--- src/rtl/hamming_pkg.sv ---
// Shared Hamming(7,4) types, bit positions and encoder function.
// Used by the encoder stage and by the decoder bench.
package hamming_pkg;

  typedef logic [3:0] data_t;
  typedef logic [6:0] code_t;

  localparam int P1_IDX = 0;
  localparam int P2_IDX = 1;
  localparam int P4_IDX = 3;

  typedef struct packed {
    code_t      code;
    logic       err;
    logic [2:0] pos;
  } enc_entry_t;

  function automatic code_t hamming74_encode(data_t d);
    code_t c;
    c         = '0;
    c[2]      = d[0];
    c[4]      = d[1];
    c[5]      = d[2];
    c[6]      = d[3];
    c[P1_IDX] = d[0] ^ d[1] ^ d[3];
    c[P2_IDX] = d[0] ^ d[2] ^ d[3];
    c[P4_IDX] = d[1] ^ d[2] ^ d[3];
    return c;
  endfunction

endpackage

--- src/rtl/sync_fifo2.sv ---
// Two-entry first-word-fall-through buffer, W-bit payload.
// Ports: clk, reset(active-low sync), push/wdata, pop/rdata, full, valid.
module sync_fifo2 #(
  parameter int W     = 11,
  parameter int DEPTH = 2
) (
  input  logic         clk,
  input  logic         reset,
  input  logic         push,
  input  logic [W-1:0] wdata,
  input  logic         pop,
  output logic [W-1:0] rdata,
  output logic         full,
  output logic         valid
);

  logic [1:0]   count;
  logic [W-1:0] mem0;
  logic [W-1:0] mem1;
  logic         do_push;
  logic         do_pop;

  assign full    = (count == 2'(DEPTH));
  assign valid   = (count != 2'd0);
  assign do_push = push && !full;
  assign do_pop  = pop && valid;
  // Head reads as zero when empty.
  assign rdata   = valid ? mem0 : '0;

  always_ff @(posedge clk) begin
    if (!reset) begin
      count <= 2'd0;
      mem0  <= '0;
      mem1  <= '0;
    end else begin
      if (do_pop && count == 2'd2)
        mem0 <= mem1;
      if (do_push) begin
        if (count == 2'd0 || (count == 2'd1 && do_pop))
          mem0 <= wdata;
        else
          mem1 <= wdata;
      end
      count <= count + {1'b0, do_push} - {1'b0, do_pop};
    end
  end

endmodule

--- src/rtl/hamming_encoder_stage.sv ---
// Hamming(7,4) encoder with periodic single-bit error injection.
// Ports: in_valid/in_data/in_ready, inject_en, out_valid/out_code/out_ready, out_err_*.
module hamming_encoder_stage
  import hamming_pkg::*;
#(
  parameter int INJECT_PERIOD = 4,
  parameter int DEPTH         = 2
) (
  input  logic       clk,
  input  logic       reset,
  input  logic       in_valid,
  input  logic [3:0] in_data,
  output logic       in_ready,
  input  logic       inject_en,
  output logic       out_valid,
  output logic [6:0] out_code,
  input  logic       out_ready,
  output logic       out_err_injected,
  output logic [2:0] out_err_pos
);

  localparam logic [3:0] CNT_LAST = 4'(INJECT_PERIOD - 1);

  logic [3:0] cnt;
  logic [2:0] ptr;
  logic       full;
  logic       accept;
  logic       fire;
  code_t      mask;
  enc_entry_t wr;
  enc_entry_t rd;

  assign in_ready = !full;
  assign accept   = in_valid && in_ready;
  assign fire     = inject_en && (cnt == CNT_LAST);

  always_comb begin
    mask = '0;
    if (fire)
      mask = 7'd1 << (ptr - 3'd1);
    wr.code = hamming74_encode(in_data) ^ mask;
    wr.err  = fire;
    wr.pos  = fire ? ptr : 3'd0;
  end

  always_ff @(posedge clk) begin
    if (!reset) begin
      cnt <= 4'd0;
      ptr <= 3'd1;
    end else if (accept) begin
      cnt <= (cnt == CNT_LAST) ? 4'd0 : cnt + 4'd1;
      if (fire)
        ptr <= (ptr == 3'd7) ? 3'd1 : ptr + 3'd1;
    end
  end

  sync_fifo2 #(
    .W     ($bits(enc_entry_t)),
    .DEPTH (DEPTH)
  ) u_fifo (
    .clk   (clk),
    .reset (reset),
    .push  (accept),
    .wdata (wr),
    .pop   (out_ready),
    .rdata (rd),
    .full  (full),
    .valid (out_valid)
  );

  assign out_code         = rd.code;
  assign out_err_injected = rd.err;
  assign out_err_pos      = rd.pos;

endmodule
--- config.mk ---
export PLATFORM = sky130hd
export DESIGN_NAME = hamming_encoder_stage
export DESIGN_NICKNAME = d
export VERILOG_FILES = /design/src/rtl/hamming_pkg.sv /design/src/rtl/sync_fifo2.sv /design/src/rtl/hamming_encoder_stage.sv
export SDC_FILE = /design/constraint.sdc
export NUM_CORES = 1
export LEC_CHECK = 0
export ABC_AREA = 1
export ABC_CLOCK_PERIOD_IN_PS = 2150
export CORE_ASPECT_RATIO = 0.9
export CORE_MARGIN = 2
export CORE_UTILIZATION = 30
export DETAILED_ROUTE_END_ITERATION = 6
export PLACE_DENSITY = 0.47
export SLEW_MARGIN = 20
export SYNTH_ARGS = -nofsm -noshare
export SYNTH_HDL_FRONTEND = slang
export SYNTH_HIERARCHICAL = 1
export SYNTH_SLANG_ARGS = --single-unit
--- constraint.sdc ---
create_clock -name clk -period 2.15 [get_ports clk]
set_input_delay 0.215 -clock clk [delete_from_list [all_inputs] [get_ports clk]]
set_output_delay 0.215 -clock clk [all_outputs]
set_load 0.01 [all_outputs]
# After elaboration in Yosys (flattened, before gate mapping)
# Index checks and enable logic that the tools add are counted.
[word_totals] in_bits=9 output_inout_bits=13 mem_bits_rw=0 mem_bits_ro=0 wordCells=43 mem_count=0 regBits=31 latch_bits=0
[op_classes] n_mul=0 n_lt_le_gt_ge=0 n_eq_ne=4 addsub=5 bitwise=8 div=0 n_shift=1 n_mux=8 reduce_logical=12
[ops] operator="2-to-1 mux 11 bit" n=4
[ops] operator="2-to-1 mux 7 bit" n=1
[ops] operator="<< shifter 1 x 3 -> 7 bit (first input constant)" n=1
[ops] operator="bitwise XOR 7 bit" n=1
[ops] operator="logical AND 1 bit" n=6
[ops] operator="2-to-1 mux 3 bit" n=2
[ops] operator="bitwise XOR 1 bit" n=6
[ops] operator="adder 4 x 1 -> 4 bit (second input constant)" n=1
[ops] operator="equality test 4 x 2 -> 1 bit (second input constant)" n=1
[ops] operator="2-to-1 mux 4 bit" n=1
[ops] operator="AND reduction 2 bit" n=2
[ops] operator="adder 3 x 1 -> 3 bit (second input constant)" n=1
[ops] operator="equality test 3 bit (second input constant)" n=1
[ops] operator="subtractor 3 x 1 -> 3 bit (second input constant)" n=1
[ops] operator="adder 2 x 1 -> 2 bit" n=1
[ops] operator="equality test 2 x 1 -> 1 bit (second input constant)" n=1
[ops] operator="equality test 2 bit (second input constant)" n=1
[ops] operator="zero test 2 bit" n=1
[ops] operator="nonzero test 2 bit" n=1
[ops] operator="subtractor 2 x 1 -> 2 bit" n=1
[ops] operator="zero test 1 bit" n=1
[ops] operator="logical OR 1 bit" n=1
[ops] operator="inverter 1 bit" n=1

# Depth between registers and ports, before layout
# Gate-level depths: netlist of the first run.
[depth] depth_word=6 depth_mapped=15 ltp_nobuf=15

# Hierarchy
# The synthesis of the first run kept the hierarchy.
[by_module_without_submodules] mod="sync_fifo2" area_per_inst_um2=1392.6 cells_each=220 seq_area_each_um2=480.5 instances=1
[by_module_without_submodules] mod="hamming_encoder_stage" area_per_inst_um2=802.0 cells_each=145 seq_area_each_um2=140.1 instances=1

# Least setup slack after synthesis of the first run
# Ideal clock, no wire load.
[synth_path] path_type="reg-to-reg" start="reg u_fifo.count[0]" end="reg u_fifo.count[1]" t_arrival_ns=1.568 t_required_ns=2.035 path_buffers=0 setup_time_ns=0.115 setup_slack_ns=0.467 synth_period_minus_slack_ns=1.683 path_stages_with_launch=16 cell_sequence="dfxtp_1 -> inv_2 -> nand2_2 -> inv_1 -> inv_2 -> nand2_2 -> inv_2 -> nand2_4 -> xnor2_1 -> ha_1 -> inv_1 -> nand2_1 -> nand2_1 -> nand3_1 -> nand2_1 -> nor2_1"
[synth_via] elab_chain_len=6 word_cells_on_any_way=8 cone_classes="add/sub (2); eq/ne (1); reduce/logical (5)"
[synth_rtl] element="from (decl)" line="sync_fifo2.sv:17" rtl="logic [1:0] count;"
[synth_rtl] element="from (signal assigned)" line="sync_fifo2.sv:44" rtl="count <= count + {1'b0, do_push} - {1'b0, do_pop};"
[synth_rtl] element="equality test 2 bit" line="sync_fifo2.sv:23" rtl="assign full = (count == 2'(DEPTH));"
[synth_rtl] element="net full" line="hamming_encoder_stage.sv:26" rtl="logic full;"
[synth_rtl] element="zero test 1 bit" line="hamming_encoder_stage.sv:33" rtl="assign in_ready = !full;"
[synth_rtl] element="net in_ready" line="hamming_encoder_stage.sv:13" rtl="output logic in_ready,"
[synth_rtl] element="logical AND 1 bit" line="hamming_encoder_stage.sv:34" rtl="assign accept = in_valid && in_ready;"
[synth_rtl] element="net accept" line="hamming_encoder_stage.sv:27" rtl="logic accept;"
[synth_rtl] element="logical AND 1 bit" line="sync_fifo2.sv:25" rtl="assign do_push = push && !full;"
[synth_rtl] element="adder 2 x 1 -> 2 bit" line="sync_fifo2.sv:44"
[synth_rtl] element="subtractor 2 x 1 -> 2 bit" line="sync_fifo2.sv:44"
# The timed path passes the listed nets, and every way through them passes these cells.
# A chain may end at the register's enable or synchronous reset.

# Worst setup path after layout of the first run
[layout_path] start="reg u_fifo.count[1]" end="out out_err_pos[0]"
[layout_via] elab_chain_len=2
[layout_rtl] element="nonzero test 2 bit" line="sync_fifo2.sv:24" rtl="assign valid = (count != 2'd0);"
[layout_rtl] element="2-to-1 mux 11 bit" line="sync_fifo2.sv:28" rtl="assign rdata = valid ? mem0 : '0;"
[layout_rtl] element="to (decl)" line="hamming_encoder_stage.sv:19" rtl="output logic [2:0] out_err_pos"
# No other way between the ends.

==> flow_summary.rst, run 1 <==
.. list-table::
   :header-rows: 1

   * - Metric
     - Value
   * - Antenna violations before repair
     - 0
   * - Average vias per placed instance
     - 4.510
   * - Final setup viols
     - 0
   * - Global-route wire length before repair
     - 9397 um
   * - Die area
     - 8016 um2
   * - Type of origin of the critical path
     - flip-flop
   * - Die Span X
     - 94.16 um
   * - Io pins
     - 22
   * - Synthesized area
     - 2195 um2
   * - Area share of the largest cell type after synthesis
     - 0.2828
   * - Number of standard cells in the layout, taps in and fillers out
     - 478
   * - Setup repair after global routing missed its margin
     - false
   * - Flip-flop cell with the highest count after synthesis
     - sky130_fd_sc_hd__dfxtp_1
   * - Area contributors post-synth
     - sky130_fd_sc_hd__dfxtp_1 28%, sky130_fd_sc_hd__nand2_1 19%, sky130_fd_sc_hd__nor2_1 12%
   * - Die outline height
     - 85.14 um
   * - Number of warnings issued by yosys
     - 6
   * - Area taken by flip-flops and latches
     - 620.6 um2
   * - Placeable core region
     - 7076 um2
   * - Via count
     - 2156
   * - Via count of the first global-routing pass
     - 2006
   * - Post-placement cell count
     - 470
   * - Post-synthesis cell count
     - 365
   * - Post-synth cell types
     - 21
   * - DRC violation total after the first TritonRoute iteration
     - 124
   * - RD Place Congestion
     - 0.8053
   * - Relative slew slack
     - 0.7166
   * - Achievable clock frequency
     - 537.4 MHz
   * - Buffers inserted during post-CTS setup optimization
     - 0
   * - FP Rows
     - 29
   * - Final slew viol count
     - 0
   * - Clock root buffer
     - sky130_fd_sc_hd__clkbuf_8
   * - DR WL/cell
     - 11.41 um
   * - Antenna Diode Count
     - 0
   * - Fraction of synthesis flops using an asynchronous set or reset pin
     - 0
   * - Congestion Overflow GR
     - 0
   * - Logic depth of the worst register-to-register path
     - 15
   * - Number of flops mapped to enable cells by yosys
     - 0
   * - WHS Path Cells
     - 2
   * - Max-cap violations
     - 0
   * - Yosys reg bits
     - 31
   * - Cell Pwr Density
     - 990.1 nW/um2
   * - Count of instances resized after the clock tree is built
     - 0
   * - Clock Sink Count
     - 31
   * - Crit path DAT
     - 1.65 ns
   * - Number of design rule violations left after detail routing
     - 0
   * - Commonest non-fill, non-tap cell in the layout
     - sky130_fd_sc_hd__nand2_1
   * - Commonest cells after routing, fill and taps aside
     - 111 x sky130_fd_sc_hd__nand2_1, 68 x sky130_fd_sc_hd__nor2_1, 46 x sky130_fd_sc_hd__nand3_1, 35 x sky130_fd_sc_hd__inv_1, 31 x sky130_fd_sc_hd__dfxtp_1
   * - Fraction of final layout cells with drive strength greater than 1
     - 0.1065
   * - Pin slew with the least headroom to its limit
     - 0.4240 ns
   * - Worst voltage drop across the vdd grid
     - 399.1 uV
   * - Worst Path Max Fanout
     - 11
   * - H-tree depth reported by CTS
     - 2
   * - Final Cycle Share
     - 0.8654
   * - Sequential-to-total area share from yosys stat
     - 0.2828
   * - Crit path kind
     - reg -> out
   * - Clock transition time at the flip-flop clock pins of the worst setup and hold paths
     - 0.07 ns
   * - Setup Total Neg Slack
     - 0 ns
   * - Hold crit path type
     - reg -> reg
   * - Minimum clock period
     - 1.861 ns
   * - Post-Route WL
     - 5453 um
   * - Effective utilization at floorplan
     - 0.3102
   * - Final net count
     - 402
   * - CTS tree
     - yes
   * - Outcome
     - finished clean
   * - Area Growth Syn to Fin
     - 15.28%
   * - Global router's overall resource usage
     - 0.1484
   * - Number of filler cells placed in the layout
     - 809
   * - Largest net degree at the start of global routing
     - 32
   * - Final worst hold slack
     - 0.4935 ns
   * - Post-Syn Nets
     - 383
   * - Final number of hold-violating endpoints
     - 0
   * - Total of buffers placed on input and output ports
     - 21
   * - Setup clock skew after layout
     - 0.005845 ns
   * - Clock buffer count from CTS
     - 5
   * - Post-CTS Hold Buffers
     - 0
   * - Cell type with the largest total area after synthesis
     - sky130_fd_sc_hd__dfxtp_1
   * - Worst-skew pair later-pin latency
     - 0.28 ns
   * - Capturing element type of the critical path
     - primary output
   * - Antenna viol nets, final
     - 0
   * - Leakage power
     - 1.210 nW
   * - Required time of the worst setup path
     - 1.93 ns
   * - Total area of multi-input combinational cells
     - 1280 um2
   * - Mean instance size in the synthesized netlist
     - 6.013 um2
   * - Post-DP HPWL
     - 4075 um
   * - Initial DRT Pass Iterations
     - 4
   * - Maximum buffer depth of the clock tree
     - 2
[layer usage]
metal	wire, um	GRT usage	vias up
met3	163	0.02931	5
met1	2893	0.2090	957
met2	2340	0.2299	29
li1	-	-	1165
met5	0	0	-
met4	56	0.04348	0
[worst max-delay path, cell delays in order, from the launching register on]
cell,delay [ns]
sky130_fd_sc_hd__dfxtp_1,0.40
sky130_fd_sc_hd__nor2_1,0.07
sky130_fd_sc_hd__buf_4,0.18
sky130_fd_sc_hd__nor2_1,0.14
sky130_fd_sc_hd__clkdlybuf4s50_1,0.57
[synthesized netlist by cell type (2+ instances only)]
library cell	count
sky130_fd_sc_hd__nand2_1	111
sky130_fd_sc_hd__nor2_1	68
sky130_fd_sc_hd__nand3_1	46
sky130_fd_sc_hd__inv_1	35
sky130_fd_sc_hd__dfxtp_1	31
sky130_fd_sc_hd__nand4_1	15
sky130_fd_sc_hd__inv_2	12
sky130_fd_sc_hd__ha_1	9
sky130_fd_sc_hd__buf_2	7
sky130_fd_sc_hd__buf_6	7
sky130_fd_sc_hd__nand2_2	6
sky130_fd_sc_hd__nor2_2	6
sky130_fd_sc_hd__nor2_4	3
sky130_fd_sc_hd__o21ai_0	2
[path summary, 6_finish.rpt]
check / start / to / slack [ns]
min: u_fifo/mem1[4] / u_fifo/mem1[4] / 0.49
max reg2reg: u_fifo/count[0] / u_fifo/count[1] / 0.31
min reg2reg: u_fifo/mem1[4] / u_fifo/mem1[4] / 0.49
max: u_fifo/count[1] / out_err_pos[0] / 0.29
[sequential cells by signal, indices dropped and copies added (netlist names)]
signal / flops
cnt: 4
ptr: 3
u_fifo/count: 2
u_fifo/mem0: 11
u_fifo/mem1: 11
[cells by family (layout without fill, tap and decap cells)]
logic type / count (synthesis) / after routing / share of synthesized area
and+or+nand+nor: 256 / 256 / 0.5086
xor gates and xnor gates: 2 / 2 / 0.007983
buffers and inverters: 62 / 82 / 0.1340
AOI/OAI and AO/OA: 5 / 5 / 0.01539
adders and majority gates: 9 / 9 / 0.05131
DFF: 31 / 31 / 0.2828
[layout make-up]
class	count	area share
clock inverters	1	0.001978
clock buffers	7	0.03017
repair buffers	27	0.1009
well taps	93	0.04599
flip-flops and latches	31	0.2453
inverters	47	0.06973
multi-input cells	272	0.5059
[metrics by stage]
stage	setup slack, ns	cell area, um2	total power [mW]	utilization
3_3_place_gp	0.3624	2449	2.078	0.3461
3_5_place_dp	0.3345	2449	2.080	0.3461
2_1_floorplan	0.4674	2195	1.781	-
6_report	0.2893	2530	2.505	0.3576
4_1_cts	0.2702	2530	2.542	0.3576
5_1_grt	0.09322	2530	2.757	0.3576
[power breakdown]
group / internal (mW) / switching, mW / total (mW)
sequential: 0.726 / 0.0907 / 0.816
clock: 0.227 / 0.225 / 0.452
combinational: 0.466 / 0.771 / 1.24
Note: power is estimated with default switching activity, not from simulation.
==> run 2, diff against run 1 <==
==> constraint.sdc (replaced) <==
create_clock -name clk -period 2.15 [get_ports clk]
set_input_delay 0.645 -clock clk [delete_from_list [all_inputs] [get_ports clk]]
set_output_delay 0.645 -clock clk [all_outputs]
set_load 0.01 [all_outputs]
==> flow_summary.rst, run 2 (synthesis gave the netlist of run 1 again) <==
.. list-table::
   :header-rows: 1

   * - Metric
     - Value
   * - Clock transition time at the flip-flop clock pins of the worst setup and hold paths
     - 0.07 ns (about the same)
   * - H-tree depth reported by CTS
     - 2 (unchanged)
   * - RD Place Congestion
     - 0.7686 (was 0.8053)
   * - Hold crit path type
     - reg -> reg (unchanged)
   * - Start of the worst register-to-register path
     - ptr[0] (was u_fifo/count[0])
   * - Crit path DAT
     - 1.41 ns (was 1.65 ns)
   * - Congestion Overflow GR
     - 0 (unchanged)
   * - Fraction of final layout cells with drive strength greater than 1
     - 0.1567 (was 0.1065)
   * - Outcome
     - finished clean (unchanged)
   * - Capturing element type of the critical path
     - primary output (unchanged)
   * - Launch point of the worst hold path
     - u_fifo/mem1[7] (was u_fifo/mem1[4])
   * - Sequence of cells on the critical path
     - inv_2 > nand2_2 > clkdlybuf4s50_1 (was nor2_1 > buf_4 > nor2_1 > clkdlybuf4s50_1)
   * - Required time of the worst setup path
     - 1.50 ns (was 1.93 ns)
   * - Post-DP HPWL
     - 4166 um (was 4075 um)
   * - Minimum clock period
     - 2.059 ns (was 1.861 ns)
   * - Leakage power
     - 1.391 nW (was 1.210 nW)
   * - Total of buffers placed on input and output ports
     - 21 (unchanged)
   * - DRC violation total after the first TritonRoute iteration
     - 127 (was 124)
   * - DR WL/cell
     - 11.09 um (was 11.41 um)
   * - Worst-skew pair later-pin latency
     - 0.29 ns (was 0.28 ns)
   * - Global-route wire length before repair
     - 9887 um (was 9397 um)
   * - Post-Route WL
     - 5492 um (was 5453 um)
   * - Placeable core region
     - 7076 um2 (unchanged)
   * - Effective utilization at floorplan
     - 0.3102 (unchanged)
   * - Worst Path Max Fanout
     - 8 (was 11)
   * - Die outline height
     - 85.14 um (unchanged)
   * - Clock root buffer
     - sky130_fd_sc_hd__clkbuf_8 (unchanged)
   * - Count of instances resized after the clock tree is built
     - 12 (was 0)
   * - Final slew viol count
     - 0 (unchanged)
   * - Post-CTS Hold Buffers
     - 0 (unchanged)
   * - Commonest non-fill, non-tap cell in the layout
     - sky130_fd_sc_hd__nand2_1 (unchanged)
   * - Top flop regs
     - u_fifo/mem0 (11), u_fifo/mem1 (11), cnt (4) (unchanged)
   * - Initial DRT Pass Iterations
     - 4 (unchanged)
   * - Number of design rule violations left after detail routing
     - 0 (unchanged)
   * - Final number of hold-violating endpoints
     - 0 (unchanged)
   * - Average vias per placed instance
     - 4.517 (was 4.510)
   * - Commonest cells after routing, fill and taps aside
     - 111 x sky130_fd_sc_hd__nand2_1, 67 x sky130_fd_sc_hd__nor2_1, 46 x sky130_fd_sc_hd__nand3_1, 35 x sky130_fd_sc_hd__inv_1, 29 x sky130_fd_sc_hd__dfxtp_1 (was 111 x sky130_fd_sc_hd__nand2_1, 68 x sky130_fd_sc_hd__nor2_1, 46 x sky130_fd_sc_hd__nand3_1, 35 x sky130_fd_sc_hd__inv_1, 31 x sky130_fd_sc_hd__dfxtp_1)
   * - Final Cycle Share
     - 0.9576 (was 0.8654)
   * - Via count
     - 2236 (was 2156)
   * - Logic depth of the worst register-to-register path
     - 12 (was 15)
   * - Clock buffer count from CTS
     - 5 (unchanged)
   * - Largest stage delay on the critical path
     - 0.54 ns (was 0.57 ns)
   * - Via count of the first global-routing pass
     - 2145 (was 2006)
   * - Reg-to-Reg End
     - u_fifo/mem0[6] (was u_fifo/count[1])
   * - Worst voltage drop across the vdd grid
     - 360.7 uV (was 399.1 uV)
   * - Maximum buffer depth of the clock tree
     - 2 (unchanged)
   * - Crit path kind
     - reg -> out (unchanged)
   * - Master of the slowest instance on the critical path
     - sky130_fd_sc_hd__clkdlybuf4s50_1 (unchanged)
   * - Antenna violations before repair
     - 0 (unchanged)
   * - Global router's overall resource usage
     - 0.1544 (was 0.1484)
   * - Total Power
     - 2.661 mW (was 2.505 mW)
   * - Hold path endpoint
     - u_fifo/mem1[7] (was u_fifo/mem1[4])
   * - Number of filler cells placed in the layout
     - 818 (was 809)
   * - Type of origin of the critical path
     - flip-flop (unchanged)
   * - Die area
     - 8016 um2 (unchanged)
   * - Antenna Diode Count
     - 0 (unchanged)
   * - FP Rows
     - 29 (unchanged)
   * - Setup Total Neg Slack
     - 0 ns (unchanged)
   * - Die Span X
     - 94.16 um (unchanged)
   * - Max-cap violations
     - 0 (unchanged)
   * - Setup repair after global routing missed its margin
     - false (unchanged)
   * - Setup slack, reg-to-reg
     - 0.38 ns (was 0.31 ns)
   * - Io pins
     - 22 (unchanged)
   * - Buffers inserted during post-CTS setup optimization
     - 0 (unchanged)
   * - Final setup viols
     - 0 (unchanged)
   * - Largest net degree at the start of global routing
     - 32 (unchanged)
   * - WHS Path Cells
     - 2 (unchanged)
   * - Pin slew with the least headroom to its limit
     - 0.3265 ns (was 0.4240 ns)
   * - Setup clock skew after layout
     - 0.005486 ns (was 0.005845 ns)
   * - CTS tree
     - yes (unchanged)
   * - Antenna viol nets, final
     - 0 (unchanged)
   * - Area Growth Syn to Fin
     - 22.75% (was 15.28%)
   * - Clock Sink Count
     - 31 (unchanged)
   * - Cell Pwr Density
     - 987.9 nW/um2 (was 990.1 nW/um2)
   * - Final net count
     - 420 (was 402)
   * - Achievable clock frequency
     - 485.7 MHz (was 537.4 MHz)
   * - Relative slew slack
     - 0.7818 (was 0.7166)
## run 2: cell count changes in the layout (fill, tap and decap cells not counted), sizes merged
| cell | change |
|---|---|
| buf | +18 |
| dlygate4sd2 | +8 |
| clkbuf | -1 |
| dlymetal6s2s | +3 |
| clkdlybuf4s50 | -11 |
## run 2: metrics by stage
step	cell area (um2)	hold WS, ns	std cells	setup WS [ns]	utilization
floorplan	2195	0.4546	365	0.4632	-
global placement	2596	0.4709	488	0.02100	0.3669
detailed placement	2596	0.4735	488	0.009532	0.3669
CTS	2681	0.4872	495	0.0006396	0.3790
global route	2694	0.5119	495	0.02840	0.3807
finish	2694	0.4852	495	0.09108	0.3807
## run 2: worst max path at each step
stage,start,to,cells past startpoint
3_3_place_gp,out_ready,u_fifo/count[1],10
2_1_floorplan,in_valid,u_fifo/count[1],11
5_1_grt,u_fifo/count[0],out_err_pos[0],3
6_report,u_fifo/count[0],out_valid,3
4_1_cts,u_fifo/count[1],out_code[4],4
3_5_place_dp,out_ready,u_fifo/count[1],10
## run 2: final cells by class
class                   instances  area (um2)  area share
flip-flops and latches         31       625.6      0.2322
repair buffers                 45       400.4      0.1486
well taps                      93       116.4     0.04320
multi-input cells             272        1287      0.4779
clock inverters                 1       5.005    0.001858
inverters                      47       176.4     0.06549
clock buffers                   6       82.58     0.03065
## run 2: power breakdown
| part | internal [mW] | switching, mW | total, mW |
|---|---|---|---|
| registers | 0.732 | 0.0985 | 0.831 |
| logic | 0.562 | 0.793 | 1.36 |
| clock network | 0.251 | 0.224 | 0.475 |
## run 2: per-layer routing
| layer | part of all wire | GRT usage | vias up |
|---|---|---|---|
| li1 | - | - | 1202 |
| met1 | 0.51 | 0.2079 | 991 |
| met2 | 0.44 | 0.2455 | 34 |
| met3 | 0.038 | 0.03375 | 9 |
| met4 | 0.017 | 0.05138 | 0 |
| met5 | 0 | 0 | - |
## run 2: worst max-delay path: cells and delay by family (launching register included)
family	cells	cell delay [ns]
buf+inv	2	0.65
flops	1	0.38
simple gates	1	0.10
==> run 3, diff against run 2 <==
--- a/config.mk
+++ b/config.mk
@@ -11,6 +11,7 @@
 export CORE_MARGIN = 2
 export CORE_UTILIZATION = 30
 export DETAILED_ROUTE_END_ITERATION = 6
+export MAX_ROUTING_LAYER = met4
 export PLACE_DENSITY = 0.47
 export SLEW_MARGIN = 20
 export SYNTH_ARGS = -nofsm -noshare
==> flow_summary.rst, run 3 (synthesis gave the netlist of run 1 again) <==
.. list-table::
   :header-rows: 1

   * - Metric
     - Value
   * - Outcome
     - finished clean (unchanged)
   * - Average vias per placed instance
     - 4.493 (was 4.517)
   * - Placeable core region
     - 7076 um2 (unchanged)
   * - Hold crit path type
     - reg -> reg (unchanged)
   * - Total Power
     - 2.659 mW (was 2.661 mW)
   * - Initial DRT Pass Iterations
     - 4 (unchanged)
   * - DR WL/cell
     - 11.13 um (was 11.09 um)
   * - Antenna viol nets, final
     - 0 (unchanged)
   * - DRC violation total after the first TritonRoute iteration
     - 121 (was 127)
   * - Die area
     - 8016 um2 (unchanged)
   * - CTS tree
     - yes (unchanged)
   * - Die Span X
     - 94.16 um (unchanged)
   * - Clock transition time at the flip-flop clock pins of the worst setup and hold paths
     - 0.07 ns (about the same)
   * - Met1 layer wirelength in the final routing
     - 2827 um (was 2783 um)
   * - Maximum buffer depth of the clock tree
     - 2 (unchanged)
   * - Final worst hold slack
     - 0.4858 ns (was 0.4852 ns)
   * - Antenna Diode Count
     - 0 (unchanged)
   * - Top flop regs
     - u_fifo/mem0 (11), u_fifo/mem1 (11), cnt (4) (unchanged)
   * - Clock Sink Count
     - 31 (unchanged)
   * - Required time of the worst setup path
     - 1.50 ns (about the same)
   * - Via count of the first global-routing pass
     - 2145 (unchanged)
   * - Commonest non-fill, non-tap cell in the layout
     - sky130_fd_sc_hd__nand2_1 (unchanged)
   * - Io pins
     - 22 (unchanged)
   * - Final net count
     - 420 (unchanged)
   * - Pin slew with the least headroom to its limit
     - 0.3276 ns (was 0.3265 ns)
   * - Worst Path Max Fanout
     - 8 (unchanged)
   * - Final slew viol count
     - 0 (unchanged)
   * - Type of origin of the critical path
     - flip-flop (unchanged)
   * - Relative slew slack
     - 0.7811 (was 0.7818)
   * - Setup repair after global routing missed its margin
     - false (unchanged)
   * - Count of instances resized after the clock tree is built
     - 12 (unchanged)
   * - Area Growth Syn to Fin
     - 22.75% (unchanged)
   * - Number of filler cells placed in the layout
     - 818 (unchanged)
   * - Total of buffers placed on input and output ports
     - 21 (unchanged)
   * - Final setup viols
     - 0 (unchanged)
   * - Fraction of final layout cells with drive strength greater than 1
     - 0.1567 (unchanged)
   * - Global-route wire length before repair
     - 9873 um (was 9887 um)
   * - RD Place Congestion
     - 0.7789 (was 0.7686)
   * - Setup slack, reg-to-reg
     - 0.37 ns (was 0.38 ns)
   * - Post-CTS Hold Buffers
     - 0 (unchanged)
   * - Setup Total Neg Slack
     - 0 ns (unchanged)
   * - Max-cap violations
     - 0 (unchanged)
   * - Met2 Routed Length
     - 2368 um (was 2405 um)
   * - Clock root buffer
     - sky130_fd_sc_hd__clkbuf_8 (unchanged)
   * - Largest stage delay on the critical path
     - 0.54 ns (about the same)
   * - Setup clock skew after layout
     - 0.006477 ns (was 0.005486 ns)
   * - Worst voltage drop across the vdd grid
     - 358.4 uV (was 360.7 uV)
   * - Congestion Overflow GR
     - 0 (unchanged)
   * - Buffers inserted during post-CTS setup optimization
     - 0 (unchanged)
   * - Topmost layer with routed signal wires
     - met4 (unchanged)
   * - Fin worst setup slack
     - 0.09444 ns (was 0.09108 ns)
   * - Sequence of cells on the critical path
     - inv_2 > nand2_2 > clkdlybuf4s50_1 (unchanged)
   * - Largest net degree at the start of global routing
     - 32 (unchanged)
   * - Effective utilization at floorplan
     - 0.3102 (unchanged)
   * - Clock buffer count from CTS
     - 5 (unchanged)
   * - H-tree depth reported by CTS
     - 2 (unchanged)
   * - Total area of multi-input combinational cells
     - 1287 um2 (unchanged)
   * - Worst-skew pair later-pin latency
     - 0.29 ns (about the same)
   * - Final number of hold-violating endpoints
     - 0 (unchanged)
   * - Capturing element type of the critical path
     - primary output (unchanged)
   * - Post-DP HPWL
     - 4166 um (unchanged)
   * - Post-Route WL
     - 5510 um (was 5492 um)
   * - Number of design rule violations left after detail routing
     - 0 (unchanged)
   * - Final Cycle Share
     - 0.9561 (was 0.9576)
   * - Global router's overall resource usage
     - 0.1592 (was 0.1544)
   * - Antenna violations before repair
     - 0 (unchanged)
   * - Crit path kind
     - reg -> out (unchanged)
   * - Achievable clock frequency
     - 486.5 MHz (was 485.7 MHz)
   * - Leakage power
     - 1.391 nW (unchanged)
   * - Area taken by flip-flops and latches
     - 625.6 um2 (unchanged)
   * - Die outline height
     - 85.14 um (unchanged)
   * - Via count
     - 2224 (was 2236)
   * - Post-Place Worst Slack
     - 0.009532 ns (unchanged)
   * - Detailed-routed wire length on met3
     - 229 um (was 211 um)
   * - Crit path DAT
     - 1.41 ns (about the same)
   * - Minimum clock period
     - 2.056 ns (was 2.059 ns)
   * - Cell Pwr Density
     - 987.2 nW/um2 (was 987.9 nW/um2)
   * - Commonest cells after routing, fill and taps aside
     - 111 x sky130_fd_sc_hd__nand2_1, 67 x sky130_fd_sc_hd__nor2_1, 46 x sky130_fd_sc_hd__nand3_1, 35 x sky130_fd_sc_hd__inv_1, 29 x sky130_fd_sc_hd__dfxtp_1 (unchanged)
   * - FP Rows
     - 29 (unchanged)
   * - Master of the slowest instance on the critical path
     - sky130_fd_sc_hd__clkdlybuf4s50_1 (unchanged)
-- run 3: cell counts in the layout (fill, tap and decap cells not counted) --
No cell type changed its count.
-- run 3: routing by layer --
layer  vias to the layer above  global-route usage
met3                         9             0.03375
met1                       976              0.2095
li1                       1203                   -
met2                        36              0.2442
met5                         -                   -
met4                         0             0.05138
-- run 3: path summary, 6_finish.rpt --
path	start	endpoint	cells after the start
setup / recovery	u_fifo/count[0]	out_valid	3
hold / removal	u_fifo/mem1[7]	u_fifo/mem1[7]	2
setup reg to reg	ptr[0]	u_fifo/mem0[6]	12
hold reg to reg	u_fifo/mem1[7]	u_fifo/mem1[7]	2
-- run 3: area by class of cell --
cell class                      count  share of cell area
Clock buffer                        6             0.03065
Clock inverter                      1            0.001858
Tap cell                           93             0.04320
Timing Repair Buffer               45              0.1486
Inverter                           47             0.06549
Multi-Input combinational cell    272              0.4779
Sequential cell                    31              0.2322
-- run 3: metrics by stage --
stage	util	instances	area, um2
final	0.3807	495	2694
after global routing	0.3807	495	2694
after CTS	0.3790	495	2681
after detailed placement	0.3669	488	2596
after global placement	0.3669	488	2596
after floorplan	-	365	2195
-- run 3: power breakdown --
part           total [mW]  internal, mW  leakage (nW)  switching [mW]
Sequential          0.831         0.732         0.255          0.0986
Clock               0.472         0.251        0.0470           0.221
Combinational        1.36         0.562          1.09           0.793
-- run 3: worst max-delay path: cells and delay by family, from the launching register on --
| kind | cells | cell delay, ns |
|---|---|---|
| buf+inv | 2 | 0.65 |
| flops | 1 | 0.38 |
| simple gates | 1 | 0.10 |
